[config.mk]
export PLATFORM = sky130hd
export DESIGN_NAME = peripheral_control_movimiento_n
export DESIGN_NICKNAME = d
export VERILOG_FILES = /design/src/rtl/peripheral_control_movimiento_n.sv
export SDC_FILE = /design/constraint.sdc
export NUM_CORES = 1
export LEC_CHECK = 0
export BUFFER_PORTS_ARGS = -buffer_cell sky130_fd_sc_hd__buf_2
export CORE_UTILIZATION = 45
export DETAILED_ROUTE_END_ITERATION = 10
export MAX_ROUTING_LAYER = met4
export SETUP_SLACK_MARGIN = 0.02
export SYNTH_ARGS = -nofsm -noshare
export SYNTH_HDL_FRONTEND = slang
export SYNTH_SLANG_ARGS = --single-unit
export TNS_END_PERCENT = 20
[constraint.sdc]
create_clock -name clk -period 6.41 [get_ports clk]
set_input_delay 1.923 -clock clk [delete_from_list [all_inputs] [get_ports clk]]
set_output_delay 1.923 -clock clk [all_outputs]
set_load 0.005 [all_outputs]
[src/rtl/peripheral_control_movimiento_n.sv]
// N-axis motion-control peripheral: per-axis register bank plus
// closed-loop direction FSM with deadband, brake dead-time and arrived flag.
module peripheral_control_movimiento_n #(
  parameter int N_AXES = 2,
  parameter int DW     = 16
) (
  input  logic              clk,
  input  logic              rst,
  input  logic [DW-1:0]     d_in,
  input  logic              cs,
  input  logic [5:0]        addr,
  input  logic              rd,
  input  logic              wr,
  output logic [DW-1:0]     d_out,
  output logic [N_AXES-1:0] mot_pos,
  output logic [N_AXES-1:0] mot_neg
);

  typedef enum logic [2:0] {
    IDLE  = 3'd0,
    HOLD  = 3'd1,
    POS   = 3'd2,
    NEG   = 3'd3,
    BRAKE = 3'd4
  } st_e;

  localparam int EW = DW + 2;

  logic [2:0]    ax;
  logic [2:0]    rg;
  logic [DW-1:0] rv_a [N_AXES];
  logic [DW-1:0] rdata_d;
  logic [DW-1:0] d_out_q;

  assign ax = addr[5:3];
  assign rg = addr[2:0];

  for (genvar gi = 0; gi < N_AXES; gi++) begin : g_axis
    logic [DW-1:0] ctrl_q, sa_q, sb_q, tgt_q, act_q, db_q, dt_q;
    logic [DW-1:0] cnt_q;
    logic [DW-1:0] stat;
    logic [DW-1:0] rv;
    st_e           st_q;
    logic          arr_q, mp_q, mn_q;
    logic          sel, wr_en, rd_stat, en;
    logic signed [EW-1:0] err, dbx;
    logic          up, dn, inb;

    assign sel     = cs && (ax == 3'(gi));
    assign wr_en   = sel && wr;
    assign rd_stat = sel && rd && (rg == 3'd7);
    assign en      = ctrl_q[0];

    // Widened by two bits so neither error nor -deadband can overflow
    assign err = ctrl_q[1]
      ? $signed({{2{tgt_q[DW-1]}}, tgt_q}) - $signed({{2{act_q[DW-1]}}, act_q})
      : $signed({2'b00, sa_q}) - $signed({2'b00, sb_q});
    assign dbx = $signed({2'b00, db_q});
    assign up  = err > dbx;
    assign dn  = err < -dbx;
    assign inb = !up && !dn;

    assign stat = {{(DW-6){1'b0}}, arr_q, mn_q, mp_q, st_q};

    always_ff @(posedge clk) begin
      if (rst) begin
        ctrl_q <= '0;
        sa_q   <= '0;
        sb_q   <= '0;
        tgt_q  <= '0;
        act_q  <= '0;
        db_q   <= '0;
        dt_q   <= '0;
      end else if (wr_en) begin
        case (rg)
          3'd0:    ctrl_q <= d_in;
          3'd1:    sa_q   <= d_in;
          3'd2:    sb_q   <= d_in;
          3'd3:    tgt_q  <= d_in;
          3'd4:    act_q  <= d_in;
          3'd5:    db_q   <= d_in;
          3'd6:    dt_q   <= d_in;
          default: ;
        endcase
      end
    end

    // A set of arrived in the same cycle as a status read wins (later NBA)
    always_ff @(posedge clk) begin
      if (rst) begin
        st_q  <= IDLE;
        cnt_q <= '0;
        arr_q <= 1'b0;
        mp_q  <= 1'b0;
        mn_q  <= 1'b0;
      end else begin
        if (rd_stat) arr_q <= 1'b0;
        mp_q <= 1'b0;
        mn_q <= 1'b0;
        if (!en) begin
          st_q  <= IDLE;
          cnt_q <= '0;
        end else begin
          case (st_q)
            IDLE: st_q <= HOLD;
            HOLD: begin
              if (up) begin
                st_q <= POS;
                mp_q <= 1'b1;
              end else if (dn) begin
                st_q <= NEG;
                mn_q <= 1'b1;
              end
            end
            POS: begin
              if (inb) begin
                st_q  <= HOLD;
                arr_q <= 1'b1;
              end else if (dn) begin
                st_q  <= BRAKE;
                cnt_q <= dt_q;
              end else begin
                mp_q <= 1'b1;
              end
            end
            NEG: begin
              if (inb) begin
                st_q  <= HOLD;
                arr_q <= 1'b1;
              end else if (up) begin
                st_q  <= BRAKE;
                cnt_q <= dt_q;
              end else begin
                mn_q <= 1'b1;
              end
            end
            BRAKE: begin
              if (cnt_q == '0) st_q <= HOLD;
              else cnt_q <= cnt_q - 1'b1;
            end
            default: st_q <= IDLE;
          endcase
        end
      end
    end

    always_comb begin
      rv = '0;
      case (rg)
        3'd0:    rv = ctrl_q;
        3'd1:    rv = sa_q;
        3'd2:    rv = sb_q;
        3'd3:    rv = tgt_q;
        3'd4:    rv = act_q;
        3'd5:    rv = db_q;
        3'd6:    rv = dt_q;
        default: rv = stat;
      endcase
    end

    assign rv_a[gi]    = rv;
    assign mot_pos[gi] = mp_q;
    assign mot_neg[gi] = mn_q;
  end

  always_comb begin
    rdata_d = '0;
    for (int i = 0; i < N_AXES; i++) begin
      if (ax == 3'(i)) rdata_d = rv_a[i];
    end
  end

  always_ff @(posedge clk) begin
    if (rst) d_out_q <= '0;
    else if (cs && rd) d_out_q <= rdata_d;
    else d_out_q <= '0;
  end

  assign d_out = d_out_q;

endmodule

# Yosys cells after proc, flatten, opt, wreduce, memory -nomap -nowiden
# Index checks and enable logic that the tools add are counted.
word_totals:
  inputBits: 27
  ff_bits: 284
classes:
  eq_ne: 34
  add_sub_neg: 8
  order_cmp: 4
  bitwise_logic: 3
  reduce_logical: 46
  muxes: 60
ops:
  columns: ["operator", "n"]
  rows:
  - ["$pmux 16 s7", 2]
  - ["$mux 16", 12]
  - ["$pmux 16 s3", 2]
  - ["$sub 16x16->17", 4]
  - ["$mux 3", 14]
  - ["$gt 18x17->1", 2]
  - ["$lt 18x18->1", 2]
  - ["$mux 18", 2]
  - ["$neg 16->18", 2]
  - ["$logic_not 16->1", 2]
  - ["$sub 16x1->16 const B", 2]
  - ["$pmux 3 s5", 2]
  - ["$reduce_and 2->1", 14]
  - ["$ne 2x2->1 const B", 12]
  - ["$mux 1", 22]
  - ["$eq 3x2->1 const B", 6]
  - ["$eq 3x3->1 const B", 6]
  - ["$ne 3x3->1 const B", 6]
  - ["$eq 3x1->1 const B", 4]
  - ["$logic_not 3->1", 4]
  - ["$reduce_and 6->1", 2]
  - ["$logic_and 1x1->1", 11]
  - ["$reduce_or 2->1", 5]
  - ["$pmux 1 s2", 4]
  - ["4 further kinds", 11]

# Depth between registers and ports, before layout
# Gate-level depths: netlist (run 1).
depth:
  word_depth: 8
  ltp_mapped: 23
  depth_no_buf: 21

# Worst setup path before layout (run 1)
# No wires, ideal clock.
synth_timing:
  path_type: "register -> register"
  startpoint: "reg g_axis[0].tgt_q[0]"
  endpoint: "reg g_axis[0].cnt_q[11]"
  path_slack_ns: 1.765
  arrival_time_ns: 4.501
  path_buffers: 1
  synth_period_minus_slack_ns: 4.645
  path_stages_with_launch: 23
  path_cell_list: "dfxtp_1 -> inv_1 -> ha_1 -> inv_1 -> fa_1 -> a211oi_1 -> o211ai_1 -> a2111oi_0 -> nor4_1 -> o21ai_0 -> nand2b_1 -> xnor2_1 -> mux2i_1 -> ha_1 -> nand3_1 -> nor3_1 -> o311ai_0 -> o211ai_1 -> a21oi_1 -> a21bo_2 -> clkbuf_1 -> o21ai_1 -> o221ai_1"
synth_between:
  elab_chain_len: 7
  elab_cells_between_ends: 12
synth_rtl:
  columns: ["element", "line_no", "source"]
  rows:
  - ["start: declaration", "39", "logic [DW-1:0] ctrl_q, sa_q, sb_q, tgt_q, act_q, db_q, dt_q;"]
  - ["start signal: assignment", "79", "3'd3: tgt_q <= d_in;"]
  - ["$sub 16x16->17 *", "56", "? $signed({{2{tgt_q[DW-1]}}, tgt_q}) - $signed({{2{act_q[DW-1]}}, act_q})"]
  - ["$mux 18 *", "56", null]
  - ["$gt 18x17->1 or $lt 18x18->1 (tied branches)", "59, 60", null]
  - ["$logic_not 1->1", "61", "assign inb = !up && !dn;"]
  - ["$logic_and 1x1->1", "61", null]
  - ["$ne 2x2->1 (no source line)", null, null]
  - ["$reduce_and 6->1 (no source line) *", null, null]
  - ["end signal: assignment", "121", "cnt_q <= dt_q;"]
  - ["end signal: assignment", "132", "cnt_q <= dt_q;"]
  - ["end signal: assignment", "139", "else cnt_q <= cnt_q - 1'b1;"]
  - ["end: declaration", "40", "logic [DW-1:0] cnt_q;"]
# Mark *: on every way between the ends. The rest lies on a longest branch, timed or not.
# A chain may end at the register's enable or synchronous reset.

# Worst setup path after layout (run 1)
layout_timing:
  startpoint: "reg g_axis[1].act_q[3]"
  endpoint: "reg g_axis[1].cnt_q[6]"
layout_between:
  elab_chain_len: 7
  elab_cells_between_ends: 12
layout_rtl:
  columns: ["element", "line_no", "source"]
  rows:
  - ["start: declaration", "39", null]
  - ["start signal: assignment", "80", "3'd4: act_q <= d_in;"]
  - ["$sub 16x16->17 *", "56", null]
  - ["$mux 18 *", "56", null]
  - ["$gt 18x17->1 or $lt 18x18->1 (tied branches)", "59, 60", null]
  - ["$logic_not 1->1", "61", null]
  - ["$logic_and 1x1->1", "61", null]
  - ["$ne 2x2->1 (no source line)", null, null]
  - ["$reduce_and 6->1 (no source line) *", null, null]
  - ["end signal: assignment", "121", null]
  - ["end signal: assignment", "132", null]
  - ["end signal: assignment", "139", null]
  - ["end: declaration", "40", null]
# Marked as above.

==> results.cfg, run 1 <==
[run_status]
outcome = complete, no violations

[clock_tree]
cts_inserted_buffers = 34
cts_root_buf = clkbuf_16
insertion_delay_ps = 530
path_clk_slew_ps = 60
cts-htree-levels = 2
cts_resized = 0
cts_sinks = 284
cts_setup_buffers = 0
cts_buffer_depth = 3
cts_hold_buf = 0
cts_tree = yes

[sta]
max_freq_mhz = 173
period_needed_ps = 5770
max_slew_margin = 0.266
setup_violations = 0
fin_tns_setup_ps = 0
hold_viol_final = 0
maxSlewViolCount = 0
worst_slew_pin_slew_ps = 1100
rsz0062_at_grt = no
finalCritPeriodShare = 0.901
finClkSkew_ps = 20.5

[pwr]
power_density_nw_per_um2 = 203
peakVddDrop_uv = 189
leakagePower_uw = 0.00719

[drt]
dr_total_vias = 18000
wl_per_cell_microns = 21.6
vias_per_cell = 6.06
drcViolationCount = 0
first_pass_iters = 5
ant_nets = 0
drt-initial-drc-count = 2158
wl_mm = 64.0

[place]
place_inst = 2912
place_congestion = 0.956
dp_hpwl_mm = 45.5
port_buffers = 46
placed_area_sq_um = 18800

[global_route]
grt_antenna_before_repair = 0
grt_overflow_total = 0
grt_usage = 0.316
grt_max_degree = 98
grt_pass1_vias = 16800
grt_pass1_wl_mm = 98.8

[finish]
layout.nets = 2588
fin_cells = 2968
n_antenna_cell = 0
post-route-util = 0.498
stdcell_area_sq_um = 19900
drive_gt1_frac = 0.0708
syn_to_final_growth_pct = 8.80

[synth]
synth_fp_nets = 2627
ys_seq_elements = 284
syn_area_per_cell_sq_um = 7.42
synthesis.area_sq_um = 18300
yosysSeqAreaShare = 0.311
ys_warn_count = 0
synth_edf_count = 0
netlist_instances = 2462
async_flop_share = 0
synth_top_flop_cell = dfxtp_1
synth_cell_types = 80

[worst_setup_path]
worstReg2RegEnd = g_axis[1].cnt_q[6]
crit_start = g_axis[1].act_q[3]
r2r_slack_ps = 640
endpoint = g_axis[1].cnt_q[6]
start_kind = flop
crit_path_end_kind = flop
crit_path_max_fanout = 17
reg2reg_from = g_axis[1].act_q[3]
required_ps = 6850
crit_type = flop to flop
r2r_cells = 20
cp.arrival_ps = 6210

[hold_path]
hold_path_class = flop to flop

[run]
drv_cap = 0

[die]
rows = 73
die-height_microns = 203
dieArea_sq_um = 41400
die_w_microns = 203
pin_count = 47
start_util = 0.458
coreArea_sq_um = 39900
==> flip-flops by register name, indices dropped and copies added, names as in the netlist <==
name / count
g_axis.tgt_q: 32
g_axis.dt_q: 32
g_axis.db_q: 32
g_axis.cnt_q: 32
g_axis.mn_q: 2
g_axis.st_q: 6
g_axis.sa_q: 32
g_axis.arr_q: 2
g_axis.ctrl_q: 32
d_out: 16
g_axis.sb_q: 32
g_axis.act_q: 32
g_axis.mp_q: 2
==> cells in the mapped netlist (13+ instances only) <==
master / count / area, sq um
nor3_1: 47 / 235
inv_1: 131 / 492
o21ai_0: 86 / 430
a211oi_1: 20 / 150
mux2i_1: 48 / 480
xor2_1: 15 / 131
a221oi_1: 18 / 158
o2111ai_1: 15 / 131
and2_1: 19 / 119
a21o_1: 20 / 150
o22ai_1: 25 / 156
nand3_1: 30 / 150
mux2_2: 17 / 191
nor2_1: 129 / 484
nor4_1: 20 / 125
and3_1: 14 / 87.6
nor2b_1: 18 / 113
o31ai_1: 25 / 188
nand2_1: 565 / 2120
nand4_1: 15 / 93.8
clkbuf_1: 133 / 499
nand2b_1: 20 / 125
dfxtp_1: 284 / 5690
xnor2_1: 54 / 473
a22oi_1: 22 / 165
a21oi_1: 356 / 1780
o211ai_1: 13 / 97.6
ha_1: 134 / 1680
==> power breakdown <==
group | leakage [uW] | total (uW) | switching [uW] | internal, uW
logic | 0.00439 | 391 | 277 | 114
clock network | 0.000521 | 1870 | 776 | 1090
registers | 0.00229 | 1770 | 3.73 | 1770
total | 0.00719 | 4030 | 1060 | 2980
==> stage by stage <==
step	worst slack, ps	total power (uW)	hold WS (ps)
3_3_place_gp	1000	2190	440
2_1_floorplan	1770	2060	433
3_5_place_dp	821	2190	447
6_report	638	4030	454
4_1_cts	768	4040	454
5_1_grt	82.6	4140	468
==> final cells by class <==
type                       instances  area, sq um
multi-input combinational       1899        11500
clock buffer                      48         1010
fill                            3896        20000
inverter                         131          492
tap                              525          657
timing repair buffer              73          444
sequential                       284         5690
clock inverter                     8         50.0
==> layer usage <==
layer / track usage / part of all wire
met5: - / 0
met4: 0.105 / 0.030
met3: 0.0419 / 0.084
met2: 0.473 / 0.44
met1: 0.437 / 0.45
==> worst min path at each step <==
stage                                     from                   end  slack [ps]  cells after the start
final                      g_axis[0].ctrl_q[4]   g_axis[0].ctrl_q[4]         450                      2
after detailed placement    g_axis[1].act_q[4]    g_axis[1].act_q[4]         450                      2
after CTS                   g_axis[1].act_q[4]    g_axis[1].act_q[4]         450                      2
after global routing       g_axis[0].act_q[15]   g_axis[0].act_q[15]         470                      2
after global placement     g_axis[1].ctrl_q[7]   g_axis[1].ctrl_q[7]         440                      2
after floorplan           g_axis[0].ctrl_q[12]  g_axis[0].ctrl_q[12]         430                      2
==> critical path, stage by stage, from the launching register on <==
cell and delay (ps):
dfxtp_1 330, inv_1 60, ha_1 330, o21ai_0 120, a21oi_1 200, o31a_1 220
o211ai_1 180, a211oi_1 350, o311a_1 260, nor2_1 50, o311ai_0 720, ha_1 370
and4_1 220, nand3_1 110, o211ai_1 130, nor4_1 780, o2111a_1 300, buf_4 220
nor2_2 60, o21a_1 330, o31ai_1 330
==> cells in the final DEF (no fill, tap or decap), types with 6 or more instances in the layout <==
master	netlist	routed
and4_1	6	6
clkbuf_1	133	7
nor4_1	20	16
buf_4	4	29
nand2_1	565	565
o221ai_1	7	7
mux4_2	12	12
a21o_1	20	20
or3_1	12	12
o211ai_1	13	13
inv_1	131	131
nor3_1	47	47
a21oi_1	356	356
o2111ai_1	15	15
a221oi_1	18	18
or2_2	6	6
and2_1	19	19
nor2_1	129	126
mux2i_1	48	48
a22oi_1	22	22
nand3_1	30	30
o22ai_1	25	25
xor2_1	15	15
a211oi_1	20	20
nand2b_1	20	20
o21ai_0	86	86
and3_1	14	14
a31oi_1	11	11
mux2_2	17	17
nor2b_1	18	17
buf_2	2	43
o31ai_1	25	25
o21a_1	12	12
nand4_1	15	15
nand3b_1	7	7
dfxtp_1	284	284
ha_1	134	134
xnor2_1	54	54
clkbuf_16	0	37
==> kinds of logic after synthesis <==
kind of cell | after synthesis | synth area share
simple gates | 923 | 0.219
xor+xnor | 69 | 0.0331
compound gates | 692 | 0.230
mux | 77 | 0.0516
fa+ha+maj | 138 | 0.0962
buf+inv | 279 | 0.0593
flops | 284 | 0.311
(Power assumes the default switching activity.)
==> run 2, diff against run 1 <==
- CORE_ASPECT_RATIO: unset -> 1.5
==> run 2 against run 1 <==
Against the previous run: the flow now finishes with violations (design-rule violations); critical path depth up 1; cell count down 0.84%; setup slack better by 120 ps; register-to-register slack better by 120 ps.
==> results.cfg, run 2 (synthesis gave the netlist of run 1 again) <==
[finish]
final_common_cell = nand2_1
layout.nets = 2583
layout_common_cells = nand2_1, a21oi_1, dfxtp_1
syn_to_final_growth_pct = 8.77
drive_gt1_frac = 0.0710
post-route-util = 0.495
n_antenna_cell = 0

[run_status]
violations = design-rule violations
outcome = complete, but fails checks

[worst_setup_path]
r2r_slack_ps = 750
worstReg2RegEnd = g_axis[0].cnt_q[3]
crit_start = g_axis[0].tgt_q[0]
crit_path_end_kind = flop
r2r_cells = 21
crit_path_max_fanout = 11
required_ps = 6900
crit_type = flop to flop
start_kind = flop
cp.arrival_ps = 6140
reg2reg_from = g_axis[0].tgt_q[0]
endpoint = g_axis[0].cnt_q[3]

[drt]
drt-initial-drc-count = 1616
dr_total_vias = 17900
ant_nets = 0
wl_mm = 67.1
vias_per_cell = 6.09
wl_per_cell_microns = 22.8
first_pass_iters = 10
drcViolationCount = 1

[pwr]
internal_power_uw = 3070
p_clk_frac = 0.472
peakVddDrop_uv = 150
totalPowerFinal_uw = 4130
p_sw_uw = 1050
switching_share = 0.255
leakagePower_uw = 0.00720
power_density_nw_per_um2 = 208
power.share.combinational = 0.099
seqPwrFrac = 0.429

[clock_tree]
cts-htree-levels = 1
cts_sinks = 284
cts_root_buf = clkbuf_16
cts_tree = yes
cts_resized = 0
path_clk_slew_ps = 70
cts_setup_buffers = 0
cts_inserted_buffers = 29
cts_buffer_depth = 3
cts_hold_buf = 0
insertion_delay_ps = 590

[sta]
max_slew_margin = 0.155
finalCritPeriodShare = 0.882
rsz0062_at_grt = no
hold_viol_final = 0
period_needed_ps = 5660
fin_tns_setup_ps = 0
whs_ps = 454
maxSlewViolCount = 0
fin_ws_ps = 755
finClkSkew_ps = 26.9
worst_slew_pin_slew_ps = 1270
setup_violations = 0
max_freq_mhz = 177

[hold_path]
hold_path_startpoint = g_axis[0].ctrl_q[8]
hold_path_class = flop to flop
whs_path_depth = 2

[global_route]
grt_usage = 0.329
grt_max_degree = 89
grt_antenna_before_repair = 0
grt_overflow_total = 0
grt_pass1_vias = 17600
grt_pass1_wl_mm = 102

[place]
dp_hpwl_mm = 48.4
place_congestion = 0.971
dp_worst_setup_slack_ps = 748
port_buffers = 46

[die]
pin_count = 47
die_w_microns = 166
dieArea_sq_um = 41400
die-height_microns = 249
coreArea_sq_um = 40100
rows = 90
start_util = 0.456

[run]
drv_cap = 0
[run 2: per-stage QoR]
step	instances	instance area [sq um]
after floorplan	2462	18300
after global placement	2893	18800
after detailed placement	2893	18800
after CTS	2943	19900
after global routing	2943	19900
final	2943	19900
[run 2: layout make-up]
cell class / instances / area, sq um
Sequential cell: 284 / 5690
Fill cell: 4018 / 20200
Clock inverter: 9 / 203
Clock buffer: 41 / 881
Multi-Input combinational cell: 1899 / 11500
Tap cell: 506 / 633
Inverter: 131 / 492
Timing Repair Buffer: 73 / 442
[run 2: worst min path at each step]
stage	slack, ps	to
finish	450	g_axis[0].ctrl_q[8]
global route	470	g_axis[1].ctrl_q[3]
CTS	460	g_axis[1].ctrl_q[10]
detailed placement	450	g_axis[1].ctrl_q[7]
global placement	440	g_axis[0].act_q[15]
floorplan	430	g_axis[0].ctrl_q[12]
[run 2: worst max-delay path, stage by stage, from the launching register on]
cell	delay (ps)
dfxtp_1	330
inv_1	60
ha_1	160
inv_1	60
fa_1	420
a211oi_1	360
o211ai_1	200
a2111oi_0	550
nor4_1	160
o21ai_0	170
nand2b_1	80
xnor2_1	130
mux2i_1	130
ha_1	340
nand3_1	80
nor3_1	310
o311ai_0	180
o211ai_1	420
a21oi_1	220
a21boi_0	450
nand2_1	370
a221oi_1	360
[run 2: power groups by stage]
stage | Clock, uW | Combinational [uW] | Sequential, uW
after floorplan | 0 | 252 | 1810
after CTS | 1970 | 400 | 1770
final | 1950 | 407 | 1770
after detailed placement | 0 | 399 | 1810
after global routing | 2030 | 434 | 1770
after global placement | 0 | 397 | 1810
[run 2: per-layer routing]
layer	global-route usage	wire length (microns)	part of all wire
met5	-	0	0
met4	0.250	5490	0.082
met3	0.0315	3580	0.053
met2	0.561	33000	0.49
met1	0.354	25100	0.37
==> run 3, diff against run 2 <==
- REMOVE_ABC_BUFFERS: unset -> 1
==> run 3 against run 2 <==
Against the previous run: the flow now finishes without violations; largest power group unchanged; clock skew is 6.2 ps lower; critical path type unchanged; setup slack worse by 190 ps; sequential share of layout area hardly changed; worst hold slack better by 0.82 ps; total power is 1.6% lower; utilization is 0.053 points lower; maximum frequency is 3.2% lower; wire length is 2.3% lower; flip-flop and latch count stayed put; sequential power hardly changed; die area stayed put.
==> results.cfg, run 3 (synthesis gave the netlist of run 1 again) <==
[hold_path]
hold_path_class = flop to flop
min_to = g_axis[0].ctrl_q[15]
whs_path_depth = 2
hold_path_startpoint = g_axis[0].ctrl_q[15]

[finish]
final_common_cell = nand2_1
post-route-util = 0.495
layout_common_cells = nand2_1, a21oi_1, dfxtp_1
n_antenna_cell = 0
fillCellCount = 4043
drive_gt1_frac = 0.0717
stdcell_area_sq_um = 19800
syn_to_final_growth_pct = 8.65
layout.nets = 2584

[place]
place_congestion = 0.992
dp_hpwl_mm = 48.2
placed_area_sq_um = 18800
port_buffers = 46
dp_worst_setup_slack_ps = 719

[clock_tree]
cts_setup_buffers = 0
insertion_delay_ps = 580
cts_resized = 0
cts_sinks = 284
cts_root_buf = clkbuf_16
cts_inserted_buffers = 29
cts_buffer_depth = 3
cts_tree = yes
path_clk_slew_ps = 70
cts_hold_buf = 0
cts-htree-levels = 1

[worst_setup_path]
cp.arrival_ps = 6320
cpPeakStageDelay_ps = 560
r2r_cells = 21
cpMaxStageDelayCell = a2111oi_0
crit_path_end_kind = flop
crit_type = flop to flop
required_ps = 6880
start_kind = flop
path_cells = inv_1, ha_1, inv_1, fa_1, a211oi_1, o211ai_1, a2111oi_0, nor4_1, o21ai_0, nand2b_1, xnor2_1, mux2i_1, ha_1, nand3_1, nor3_1, o311ai_0, o211ai_1, a21oi_1, a21boi_0, nand2_1, a221oi_1
worstReg2RegEnd = g_axis[0].cnt_q[3]
crit_path_max_fanout = 11
r2r_slack_ps = 570
reg2reg_from = g_axis[0].tgt_q[0]

[sta]
hold_viol_final = 0
rsz0062_at_grt = no
worst_slew_pin_slew_ps = 1380
fin_tns_setup_ps = 0
finClkSkew_ps = 20.7
whs_ps = 455
period_needed_ps = 5840
maxSlewViolCount = 0
max_freq_mhz = 171
setup_violations = 0
max_slew_margin = 0.0791
fin_ws_ps = 566
finalCritPeriodShare = 0.912

[pwr]
peakVddDrop_uv = 185
leakagePower_uw = 0.00718
power_density_nw_per_um2 = 205

[drt]
drt-initial-drc-count = 1232
top_layer = met4
wl_per_cell_microns = 22.2
dr_total_vias = 17700
met2_length_mm = 32.5
wl_met1_mm = 24.7
wl_mm = 65.6
wl_met3_mm = 2.99
vias_per_cell = 6.01
drcViolationCount = 0
ant_nets = 0
first_pass_iters = 7

[die]
coreArea_sq_um = 40100
die-height_microns = 249
pin_count = 47
rows = 90
start_util = 0.456
dieArea_sq_um = 41400
die_w_microns = 166

[global_route]
grt_pass1_vias = 17300
grt_max_degree = 57
grt_pass1_wl_mm = 100
grt_overflow_total = 0
grt_antenna_before_repair = 0
grt_usage = 0.321

[run_status]
outcome = complete, no violations

[run]
drv_cap = 0
[run 3: stage by stage]
stage	std cells	power (uW)
3_5_place_dp	2894	2210
6_report	2948	4060
4_1_cts	2948	4090
2_1_floorplan	2314	2010
5_1_grt	2948	4180
3_3_place_gp	2894	2200
[run 3: worst max path at each step]
stage                  startpoint                  to  slack [ps]  cells past startpoint
6_report       g_axis[0].tgt_q[0]  g_axis[0].cnt_q[3]         570                     21
5_1_grt        g_axis[0].act_q[0]  g_axis[0].cnt_q[0]          90                     20
4_1_cts        g_axis[0].tgt_q[0]  g_axis[0].cnt_q[3]         680                     21
3_5_place_dp   g_axis[0].tgt_q[0]  g_axis[0].cnt_q[0]         720                     21
3_3_place_gp   g_axis[0].tgt_q[0]  g_axis[0].cnt_q[6]         830                     21
2_1_floorplan  g_axis[1].tgt_q[0]  g_axis[1].cnt_q[1]        1790                     21
[run 3: final cells by class]
| cell class | instances | area [sq um] | share of cell area |
|---|---|---|---|
| clock buffer | 37 | 796 | 0.0401 |
| inverter | 131 | 492 | 0.0248 |
| tap | 506 | 633 | 0.0319 |
| timing repair buffer | 74 | 452 | 0.0228 |
| multi-input combinational | 1899 | 11500 | 0.581 |
| clock inverter | 17 | 256 | 0.0129 |
| sequential | 284 | 5690 | 0.287 |
[run 3: critical path, delay by kind of cell (launching register included)]
family | cells | cell delay, ps
DFF | 1 | 320
buffers and inverters | 2 | 110
xor gates and xnor gates | 1 | 140
muxes | 1 | 130
and+or+nand+nor | 5 | 1000
AOI/OAI and AO/OA | 9 | 3160
adders and majority gates | 3 | 890
[run 3: routing by layer]
| layer | vias up | global-route usage |
|---|---|---|
| met5 | - | - |
| li1 | 8516 | - |
| met1 | 8376 | 0.350 |
| met4 | 0 | 0.242 |
| met3 | 232 | 0.0238 |
| met2 | 585 | 0.548 |
[run 3: report_power, final]
part           internal, uW  switching (uW)
Combinational           120             282
Sequential             1770            3.77
Clock                  1120             767
Total                  3010            1050
